[src/rtl/reg_file_wb.sv]
// reg_file_wb: write-back register file with 8 GPRs, a private SP with push/pop,
// and two combinational read ports with write-through bypass.
module reg_file_wb #(
    parameter int                 DATA_W   = 16,
    parameter int                 ADDR_W   = 4,
    parameter int                 NUM_REGS = 8,
    parameter logic [DATA_W-1:0]  SP_RESET = 16'h07FF,
    parameter int                 SP_STEP  = 1
) (
    input  logic              clk,
    input  logic              rst,
    input  logic              wb_en,
    input  logic              wb_private,
    input  logic [ADDR_W-1:0] wb_addr,
    input  logic [DATA_W-1:0] wb_data,
    input  logic [ADDR_W-1:0] rd_addr_a,
    input  logic [ADDR_W-1:0] rd_addr_b,
    output logic [DATA_W-1:0] rd_data_a,
    output logic [DATA_W-1:0] rd_data_b,
    input  logic [1:0]        sp_op,
    output logic [DATA_W-1:0] sp,
    output logic [DATA_W-1:0] sp_next
);
    localparam int                IW   = $clog2(NUM_REGS);
    localparam logic [ADDR_W:0]   NR   = NUM_REGS[ADDR_W:0];
    localparam logic [DATA_W-1:0] STEP = DATA_W'(SP_STEP);

    logic [DATA_W-1:0] regs_q [NUM_REGS];
    logic [DATA_W-1:0] regs_d [NUM_REGS];
    logic [DATA_W-1:0] sp_q, sp_d;
    logic              gpr_we;

    assign gpr_we = wb_en && !wb_private && ({1'b0, wb_addr} < NR);

    // Reads are forced to zero while reset is asserted so no pre-reset state or bypass leaks out.
    function automatic logic [DATA_W-1:0] rd(input logic [ADDR_W-1:0] a);
        if (rst)
            return '0;
        if (gpr_we && a == wb_addr)
            return wb_data;
        return ({1'b0, a} < NR) ? regs_q[a[IW-1:0]] : '0;
    endfunction

    assign rd_data_a = rd(rd_addr_a);
    assign rd_data_b = rd(rd_addr_b);
    assign sp        = sp_q;
    assign sp_next   = (sp_op == 2'b10) ? sp_q + STEP : sp_q;

    always_comb begin
        regs_d = regs_q;
        if (gpr_we)
            regs_d[wb_addr[IW-1:0]] = wb_data;
        sp_d = (wb_en && wb_private) ? wb_data :
               (sp_op == 2'b01)      ? sp_q - STEP :
               (sp_op == 2'b10)      ? sp_q + STEP : sp_q;
    end

    always_ff @(posedge clk) begin
        if (rst) begin
            for (int i = 0; i < NUM_REGS; i++)
                regs_q[i] <= '0;
            sp_q <= SP_RESET;
        end else begin
            regs_q <= regs_d;
            sp_q   <= sp_d;
        end
    end
endmodule

[config.mk]
export PLATFORM = sky130hd
export DESIGN_NAME = reg_file_wb
export DESIGN_NICKNAME = d
export VERILOG_FILES = /design/src/rtl/reg_file_wb.sv
export SDC_FILE = /design/constraint.sdc
export NUM_CORES = 1
export LEC_CHECK = 0
export ABC_CLOCK_PERIOD_IN_PS = 2100
export BUFFER_PORTS_ARGS = -buffer_cell sky130_fd_sc_hd__buf_2
export CORE_MARGIN = 3
export CORE_UTILIZATION = 45
export CTS_CLUSTER_DIAMETER = 40
export DETAILED_ROUTE_END_ITERATION = 16
export PLACE_DENSITY = 0.64
export SLEW_MARGIN = 25
export SYNTH_ARGS = -nofsm -noshare
export SYNTH_HDL_FRONTEND = slang
export SYNTH_SLANG_ARGS = --single-unit
export TNS_END_PERCENT = 30
[constraint.sdc]
create_clock -name clk -period 2.1 [get_ports clk]
set_input_delay 0.21 -clock clk [delete_from_list [all_inputs] [get_ports clk]]
set_output_delay 0.21 -clock clk [all_outputs]
set_load 0.02 [all_outputs]
==> out/qor.yml <==
intPower_mw: 5.01
setup_slack_ns: -0.000599
grt_pass1_vias: 7172
seqPwrFrac: 0.417
synth_seq_area_share: 0.352
placed_area_um2: 9110
synth_seq_cells: 144
globalplace.congestion: 0.821
multiInputGateArea_um2: 4880
cts_buffers: 17
final_layout_size_suffix_gt1_frac: 0.288
wire_length_of_the_first_global_routing_pass_um: 40700
worst-setup-path-type: "reg2out"
failed_checks: "negative setup slack"
sequential_cell_area_um2: 2920
report.final.setup_viol: 1
syn_area_per_cell_um2: 8.70
min_period_ns: 2.10
cts-htree-levels: 4
cp-end-kind: "output pin"
root_buffer: "sky130_fd_sc_hd__clkbuf_16"
leakagePower_nw: 3.60
clock_tree_from_tritoncts: "done"
synth.top_cells.by_area: "sky130_fd_sc_hd__dfxtp_1, sky130_fd_sc_hd__mux4_2, sky130_fd_sc_hd__nand2_1"
drt_iter0_drc: 608
pwr_density_cell_nw_per_um2: 691
ys_top_cells_by_count: "sky130_fd_sc_hd__nand2_1, sky130_fd_sc_hd__dfxtp_1, sky130_fd_sc_hd__a21oi_1"
initial_utilization: 0.467
cts.sink_count: 144
chipHeight_um: 141
hold_path.startpoint: "wb_data[7]"
cpMaxStageDelayCell: "sky130_fd_sc_hd__dfxtp_4"
syn-cell-area_um2: 8190
route.vias.total: 7531
ir_worst_vdd_mv: 0.654
die_area_um2: 19900
synth_enable_flop_cells: 0
timing.final.crit_share: 1.00
crit_chain: "ha_4, nand3b_1, nor3_4, buf_6, and3_4, xor2_1, buf_4"
worstSkewPairLatency_ns: 0.42
nets: 1066
core_area_um2: 17500
critical_path.n_buffers_inverters: 2
slowest_delay_ns: 0.39
number_of_antenna_violations_at_the_first_check_in_global_routing: 1
status: "complete, but fails checks"
net-switching-power_mw: 1.81
route.detailed.wl_per_inst_um: 20.5
synth_ff_type: "sky130_fd_sc_hd__dfxtp_1"
path_clk_slew_ns: 0.06
flow.area_growth_from_synthesis_pct: 20.5
port-buffer-count: 97
placement_rows: 48
die_width_um: 141
data_arrival_time_of_the_critical_path_ns: 1.89
finalPower_mw: 6.82
worstMarginPinSlew_ns: 0.553
drtAntennaViolNets: 0
post_synth_inst_count: 942
worst_ep_required_time_ns: 1.89
drc_errors: 0
synth_top_cell_area_share: 0.352
regToRegStartpoint: "sp[1]$_SDFF_PP1_"
max-cap-violations: 0
ioPinCount: 98
viasPerCell: 5.94
yosys.cell_count.top_type: "sky130_fd_sc_hd__nand2_1"
synth_async_sr_flop_share: 0
synthesis.nets: 978
p_sw_frac: 0.265
finalClockSkew_ns: 0.00215
grt_start_max_net_pins: 113
yosys.cell_types.count: 49
worst_hold_slack_ns: 0.144
warnings_from_yosys: 0
critical_path_peak_fanout: 6
timing.critical_path.max_delay_family: "simple AND/OR/NAND/NOR gates"
place_ws_ns: 0.159
grt_use_total: 0.264
timing.fmax_mhz: 476
slew-limit-headroom: 0.631
globalRouteOverflowTotal: 0
power_frac_clock: 0.456
n_antenna_cell: 0
drt_pre_antenna_iters: 5
critical_path.startpoint_type: "flop"
num-fill-cells: 1646
totalWireLength_um: 26000
final_hold_viol_count: 0
final_cell_area_um2: 9870
hpwlAfterDp_um: 17600
critical_path.startpoint: "sp[0]$_SDFF_PP1_"
report.final.slew_viol_count: 0
synth_area_leader_cell: "sky130_fd_sc_hd__dfxtp_1"
rsz0062_at_grt: "yes"
power.share.combinational: 0.127
cts-root-to-sink-buffers: 2
hold_path.class: "in2reg"
## routing by layer
| metal | track usage | routed length (um) | vias to the layer above |
|---|---|---|---|
| li1 | - | - | 3508 |
| met1 | 0.338 | 10500 | 3646 |
| met2 | 0.447 | 12700 | 321 |
| met3 | 0.0529 | 2120 | 54 |
| met4 | 0.0882 | 706 | 2 |
| met5 | 0 | 13 | - |
## what timing repair did
item / in CTS / in global routing
pin swaps: 1 / 2
gates resized for setup: 17 / 20
setup buffers: 7 / 1
hold buffers: 0 / 0
hold endpoints to repair: 0 / 0
endpoints found under the setup margin: 9 / 10
## power groups by stage
stage / clock network (mW) / registers, mW / logic (mW)
3_3_place_gp: 0 / 2.90 / 0.813
3_5_place_dp: 0 / 2.90 / 0.816
6_report: 3.11 / 2.85 / 0.864
5_1_grt: 3.26 / 2.86 / 0.922
2_1_floorplan: 0 / 2.90 / 0.538
4_1_cts: 3.14 / 2.84 / 0.843
## final cells by class
class	count	share of cell area
Multi-Input combinational cell	697	0.494
Sequential cell	144	0.295
Timing Repair Buffer	167	0.119
Clock buffer	19	0.0449
Tap cell	225	0.0285
Clock inverter	13	0.0166
Inverter	3	0.00114
## worst paths after layout
path	endpoint	slack, ns	cells after the start
worst min-delay path	regs_q[103]$_SDFFE_PP0P_	0.14	3
worst max-delay path	sp_next[10]	-0.0006	7
worst max register to register	sp[13]$_SDFF_PP0_	0.06	6
worst min register to register	regs_q[10]$_SDFFE_PP0P_	0.46	2
## stage by stage
step             TNS, ns  utilization  instances
2_1_floorplan    -0.0228            -        942
3_3_place_gp           0        0.519       1228
3_5_place_dp           0        0.519       1228
4_1_cts                0        0.559       1267
5_1_grt           -0.442        0.563       1268
6_report       -0.000599        0.563       1268
## registers in the layout (all words and copies together) (netlist names)
| register | count |
|---|---|
| regs_q | 128 |
| sp | 16 |
## worst register-to-register path: cells and delay by family, from the launching register on
family,cells,cell delay [ns]
simple gates,4,1.38
flops,1,0.36
buf+inv,1,0.14
compound gates,1,0.10
## cell usage in the layout, fill, tap and decap left out, types with 11 or more instances in the layout
cell type / count
sky130_fd_sc_hd__nand2_1: 246
sky130_fd_sc_hd__nor2_1: 26
sky130_fd_sc_hd__xor2_1: 18
sky130_fd_sc_hd__clkbuf_16: 17
sky130_fd_sc_hd__xnor2_1: 11
sky130_fd_sc_hd__dfxtp_1: 132
sky130_fd_sc_hd__buf_2: 88
sky130_fd_sc_hd__mux2i_1: 48
sky130_fd_sc_hd__a21oi_1: 116
sky130_fd_sc_hd__buf_12: 11
sky130_fd_sc_hd__nand3_1: 48
sky130_fd_sc_hd__mux4_2: 64
sky130_fd_sc_hd__buf_4: 66
sky130_fd_sc_hd__o21ai_0: 38
## cell families (layout without fill, tap and decap cells)
logic type / after synthesis / in the layout / share of synthesized area
mux: 112 / 112 / 0.235
simple gates: 383 / 383 / 0.208
compound gates: 170 / 170 / 0.110
flops: 144 / 144 / 0.352
fa+ha+maj: 2 / 2 / 0.00305
xor+xnor: 30 / 30 / 0.0321
buf+inv: 101 / 202 / 0.0600
(Power assumes the default switching activity.)
